`src/rtl/spi_xfer_ctrl.sv`:
```
// Sequencer for the SD-card SPI shift datapath: mode-0 SCLK/CS generation,
// datapath load/shift strobes, TX FIFO pops and byte/transfer completion pulses.
module spi_xfer_ctrl #(
    parameter int CLK_DIV = 4,
    parameter int LEN_W   = 10
) (
    input  logic             clk,
    input  logic             n_rst,
    input  logic             xfer_req,
    input  logic [1:0]       src_sel,
    input  logic [LEN_W-1:0] xfer_len,
    input  logic             hold_cs,
    input  logic             abort,
    input  logic             fifo_empty,
    output logic             fifo_rd,
    output logic [1:0]       line_select,
    output logic             load_enable,
    output logic             byte_received,
    output logic             shift_enable,
    output logic             sclk,
    output logic             cs_n,
    output logic             byte_done,
    output logic             xfer_done,
    output logic             busy
);

    localparam int DIV_W = (CLK_DIV > 1) ? $clog2(CLK_DIV) : 1;
    localparam logic [DIV_W-1:0] DIV_LAST = DIV_W'(CLK_DIV - 1);
    localparam logic [1:0] SRC_FIFO = 2'b01;

    typedef enum logic [2:0] {
        S_IDLE,
        S_LOAD,
        S_SHIFT,
        S_GAP,
        S_DONE
    } state_t;

    state_t           state_q, state_d;
    logic [1:0]       src_q, src_d;
    logic [LEN_W-1:0] rem_q, rem_d;
    logic             hold_q, hold_d;
    logic [DIV_W-1:0] div_q, div_d;
    logic             phase_q, phase_d;
    logic [2:0]       bit_q, bit_d;
    logic             go_q, go_d;
    logic             cs_n_q, cs_n_d;

    logic             sclk_q, shift_q, load_q, fifo_rd_q;
    logic             byte_done_q, xfer_done_q, busy_q;
    logic [1:0]       line_sel_q;

    // go_q is decided one cycle ahead so the LOAD-cycle strobes come from flops;
    // only this block pops the FIFO, so a one-cycle-old empty flag is safe.
    always_comb begin
        state_d = state_q;
        src_d   = src_q;
        rem_d   = rem_q;
        hold_d  = hold_q;
        div_d   = div_q;
        phase_d = phase_q;
        bit_d   = bit_q;
        go_d    = go_q;
        cs_n_d  = cs_n_q;

        case (state_q)
            S_IDLE: begin
                if (xfer_req) begin
                    src_d = src_sel;
                    if (xfer_len != '0) begin
                        rem_d   = xfer_len;
                        hold_d  = hold_cs;
                        cs_n_d  = 1'b0;
                        go_d    = !((src_sel == SRC_FIFO) && fifo_empty);
                        state_d = S_LOAD;
                    end else begin
                        state_d = S_DONE;
                    end
                end
            end
            S_LOAD: begin
                if (go_q) begin
                    state_d = S_SHIFT;
                    div_d   = '0;
                    phase_d = 1'b0;
                    bit_d   = 3'd0;
                    go_d    = 1'b0;
                end else begin
                    go_d = !((src_q == SRC_FIFO) && fifo_empty);
                end
            end
            S_SHIFT: begin
                if (div_q == DIV_LAST) begin
                    div_d = '0;
                    if (phase_q) begin
                        phase_d = 1'b0;
                        if (bit_q == 3'd7) state_d = S_GAP;
                        else               bit_d   = bit_q + 3'd1;
                    end else begin
                        phase_d = 1'b1;
                    end
                end else begin
                    div_d = div_q + DIV_W'(1);
                end
            end
            S_GAP: begin
                if (rem_q != '0) rem_d = rem_q - LEN_W'(1);
                if (rem_q > LEN_W'(1)) begin
                    state_d = S_LOAD;
                    go_d    = !((src_q == SRC_FIFO) && fifo_empty);
                end else begin
                    state_d = S_DONE;
                    if (!hold_q) cs_n_d = 1'b1;
                end
            end
            S_DONE:  state_d = S_IDLE;
            default: state_d = S_IDLE;
        endcase

        if (abort) begin
            state_d = S_IDLE;
            rem_d   = '0;
            cs_n_d  = 1'b1;
            go_d    = 1'b0;
            div_d   = '0;
            phase_d = 1'b0;
            bit_d   = 3'd0;
        end
    end

    always_ff @(posedge clk or negedge n_rst) begin
        if (!n_rst) begin
            state_q     <= S_IDLE;
            src_q       <= 2'b00;
            rem_q       <= '0;
            hold_q      <= 1'b0;
            div_q       <= '0;
            phase_q     <= 1'b0;
            bit_q       <= 3'd0;
            go_q        <= 1'b0;
            cs_n_q      <= 1'b1;
            sclk_q      <= 1'b0;
            shift_q     <= 1'b0;
            load_q      <= 1'b0;
            fifo_rd_q   <= 1'b0;
            byte_done_q <= 1'b0;
            xfer_done_q <= 1'b0;
            busy_q      <= 1'b0;
            line_sel_q  <= 2'b00;
        end else begin
            state_q     <= state_d;
            src_q       <= src_d;
            rem_q       <= rem_d;
            hold_q      <= hold_d;
            div_q       <= div_d;
            phase_q     <= phase_d;
            bit_q       <= bit_d;
            go_q        <= go_d;
            cs_n_q      <= cs_n_d;
            sclk_q      <= (state_d == S_SHIFT) && phase_d;
            shift_q     <= (state_d == S_SHIFT) && phase_d && (div_d == DIV_LAST);
            load_q      <= (state_d == S_LOAD) && go_d;
            fifo_rd_q   <= (state_d == S_LOAD) && go_d && (src_d == SRC_FIFO);
            byte_done_q <= (state_d == S_GAP);
            xfer_done_q <= (state_d == S_DONE);
            busy_q      <= (state_d != S_IDLE);
            line_sel_q  <= (state_d == S_IDLE) ? 2'b00 : src_d;
        end
    end

    assign sclk          = sclk_q;
    assign cs_n          = cs_n_q;
    assign shift_enable  = shift_q;
    assign load_enable   = load_q;
    assign byte_received = load_q;
    assign fifo_rd       = fifo_rd_q;
    assign byte_done     = byte_done_q;
    assign xfer_done     = xfer_done_q;
    assign busy          = busy_q;
    assign line_select   = line_sel_q;

endmodule

```
`config.mk`:
```
export PLATFORM = sky130hd
export DESIGN_NAME = spi_xfer_ctrl
export DESIGN_NICKNAME = d
export VERILOG_FILES = /design/src/rtl/spi_xfer_ctrl.sv
export SDC_FILE = /design/constraint.sdc
export NUM_CORES = 1
export LEC_CHECK = 0
export ABC_AREA = 1
export CORE_ASPECT_RATIO = 1.75
export CORE_MARGIN = 2
export CORE_UTILIZATION = 32
export DETAILED_ROUTE_END_ITERATION = 6
export RECOVER_POWER = 25
export SETUP_SLACK_MARGIN = 0.02
export SYNTH_ARGS = -nofsm -noshare
export SYNTH_HDL_FRONTEND = slang
export SYNTH_SLANG_ARGS = --single-unit
```
`constraint.sdc`:
```
create_clock -name clk -period 1.7 [get_ports clk]
set_input_delay 0.255 -clock clk [delete_from_list [all_inputs] [get_ports clk]]
set_output_delay 0.255 -clock clk [all_outputs]
set_load 0.01 [all_outputs]
```
==> metrics.md <==
| Metric | Value |
|---|---|
| Clk pin slew, worst setup/hold paths | 0.07 ns |
| Inst Count DP | 373 |
| Min Tclk post-route | 1.593 ns |
| I/O Buffers | 28 |
| TritonCTS Buffers | 5 |
| Clock buffer depth | 2 |
| Most numerous cell in the Yosys netlist | nand2_1 |
| Post-Synthesis Cells | 237 |
| Arrival @ worst endpoint | 1.80 ns |
| Ys flop type | dfrtp_1 |
| CTS sink count | 33 |
| Synthesized area | 1847 µm² |
| Die height | 104.5 µm |
| Setup CP Type | reg2reg |
| Layout area overhead | 47.56% |
| Min-Delay Path Class | reg2reg |
| Fin util | 0.4879 |
| CP Launch Type | register |
| Initial Utilization | 0.3306 |
| Max VDD drop | 436.3 µV |
| PwrDens | 862.2 nW/µm² |
| Final setup violating endpoints | 0 |
| Largest net degree at the start of global routing | 34 |
| Power share of the clock group | 0.321 |
| Vias | 1,771 |
| Switch Pwr | 0.6954 mW |
| Synthesized area per cell | 7.792 µm² |
| Non-Filler Instances | 384 |
| Period utilisation layout | 0.9372 |
| 1st-pass router iterations | 4 |
| CP Launch Point | state_q[2]$_DFF_PN0_ |
| Pint | 1.654 mW |
| CP max FO | 8 |
| Die area | 6419 µm² |
| Post-Route WL | 4724 µm |
| Seq/Total Area, Yosys | 0.4478 |
| Max-slew headroom | 0.4631 |
| Leak | 1.326 nW |
| Sw Ratio | 0.2960 |
| DR WL/cell | 12.30 µm |
| Worst-Margin Slew | 0.8054 ns |
| Top cells by count, synth | nand2_1, inv_1, dfrtp_1 |
| Root Buffer | clkbuf_8 |
| Placement Setup Slack | -0.1513 ns |
| Distinct cell type count after synthesis | 34 |
| IO Count | 29 |
| Via-to-Cell Ratio | 4.612 |
| End of the critical path | rem_q[0]$_DFFE_PN0P_ |
| FF-to-FF setup slack | 0.11 ns |
| MaxCap Viol Count | 0 |
| Clock Latency Late Sink | 0.28 ns |
| Clock Skew | 0.004697 ns |
| Placer congestion estimate | 0.9788 |
| Initial antenna violation count | 0 |
| RSZ-0062 raised after global routing | true |
| Final Hold Vio Count | 0 |
| Post-DP HPWL | 3655 µm |
| Die width | 61.43 µm |
| TritonCTS clock tree | done |
| Remaining DRCs | 0 |
| Share of the synthesized area in the top cell type | 0.4336 |
| Async S/R FF share, synth | 1.000 |
| Max Transition Viols Final | 0 |
| Power share of the combinational group | 0.287 |
| Setup WS post-layout | 0.1068 ns |
| Total gr overflow | 0 |
| Outcome | finished clean |
| H-Tree Level Count | 2 |
| Post-synth top area cell | dfrtp_1 |
| Ranking of synthesized cells by area | dfrtp_1, nand2_1, inv_1 |
| Yosys warning count | 0 |
| R2R depth | 10 |
| Critical Path RT | 1.90 ns |
| CP Capture Type | register |
| Post-DP Area | 2474 µm² |
| RR Endpoint | rem_q[0]$_DFFE_PN0P_ |
| Post-synth EDFFs | 0 |
| Fmax | 627.7 MHz |
| Gr usage total | 0.1551 |
| CORE AREA | 5585 µm² |
| Post-layout instance area | 2725 µm² |
| #FFs+latches synth | 33 |
| Share of layout cells above drive strength 1 | 0.2857 |
| Antenna fix cells | 0 |
| Rows | 36 |
| Final Net Count | 331 |
| 1st-iter DRT viols | 47 |
| Number of global-route vias before repair | 1,768 |
| Antenna Violating Nets Remaining | 0 |
| Sequential share of power | 0.393 |
| Synth Net Count | 261 |
| RR Startpoint | state_q[2]$_DFF_PN0_ |
| First-pass GRT wire length | 7507 µm |
## critical path, cell delays in order, from the launching register on
cell	delay, ns
dfrtp_1	0.41
inv_2	0.09
nand2_4	0.06
nor2_4	0.17
inv_4	0.07
nor2_8	0.09
nand4_1	0.17
nand3_4	0.18
buf_6	0.14
nand2_1	0.05
o21ai_1	0.07
## cells by family after synthesis
family          synth area share
fa+ha+maj                0.04065
simple gates              0.2561
flops                     0.4478
compound gates            0.1484
buf+inv                  0.08807
xor+xnor                 0.01897
## worst min path at each step
stage / start / end / slack, ns / cells after the start
3_5_place_dp: div_q[0]$_DFF_PN0_ / div_q[0]$_DFF_PN0_ / 0.49 / 1
6_report: div_q[0]$_DFF_PN0_ / div_q[0]$_DFF_PN0_ / 0.49 / 1
4_1_cts: n_rst / rem_q[8]$_DFFE_PN0P_ / 0.35 / 2
3_3_place_gp: div_q[0]$_DFF_PN0_ / div_q[0]$_DFF_PN0_ / 0.48 / 1
2_1_floorplan: n_rst / bit_q[0]$_DFFE_PN0P_ / -0.04 / 0
5_1_grt: div_q[0]$_DFF_PN0_ / div_q[0]$_DFF_PN0_ / 0.51 / 1
## placed cells by master (no fill, tap or decap), drive strengths merged
master and n:
clkdlybuf4s50 27, dfrtp 32, bufinv 1, o21ai 21, nand3 14, or2 1
o31ai 1, nand4 1, a22oi 4, nand2 51, a32oi 1, buf 37
o211ai 1, a21oi 14, a31oi 1, o21a 1, dlygate4sd3 1, a22o 1
ha 6, nor3 2, dfstp 1, and3b 1, inv 37, o21bai 2
nor2 37, xor2 4, clkbuf 8
## timing repair
item	in CTS	in global routing
setup buffers	0	3
hold buffers	0	0
setup endpoints to repair	2	19
pin swaps	0	11
resized for setup	1	38
## cell type report
class                      count  area, µm²
clock buffer                   7      86.33
clock inverter                 1      30.03
fill                         584       2860
inverter                      37      141.4
multi-input combinational    164      978.4
sequential                    33      827.0
tap                           76      95.09
timing repair buffer          66      566.8
## registers in the layout, indices dropped and copies added, names as in the netlist, 2 cells and up
register     count
bit_q            3
state_q          3
rem_q           10
src_q            2
line_select      2
div_q            2
## routing by layer
| layer | wire length, µm | part of all wire | global-route usage | vias up |
|---|---|---|---|---|
| met2 | 2722 | 0.58 | 0.2850 | 35 |
| met4 | 151 | 0.032 | 0.06079 | 0 |
| met3 | 158 | 0.033 | 0.03109 | 15 |
| met1 | 1692 | 0.36 | 0.1609 | 821 |
| met5 | 0 | 0 | 0 | - |
| li1 | - | - | - | 900 |
## power by group through the flow
stage	Clock, mW	Sequential, mW	Combinational [mW]
2_1_floorplan	0	0.929	0.307
3_3_place_gp	0	0.930	0.595
3_5_place_dp	0	0.931	0.600
4_1_cts	0.774	0.916	0.605
5_1_grt	0.810	0.934	0.746
6_report	0.753	0.923	0.673
## per-stage QoR
| step | total power, mW | setup TNS (ns) | hold slack (ns) |
|---|---|---|---|
| global route | 2.490 | -0.04615 | 0.5076 |
| finish | 2.350 | 0 | 0.4869 |
| CTS | 2.295 | 0 | 0.3471 |
| floorplan | 1.235 | 0 | -0.04059 |
| detailed placement | 1.531 | -1.762 | 0.4865 |
| global placement | 1.525 | -1.219 | 0.4759 |
No activity file was read; power rests on OpenSTA's default activity.
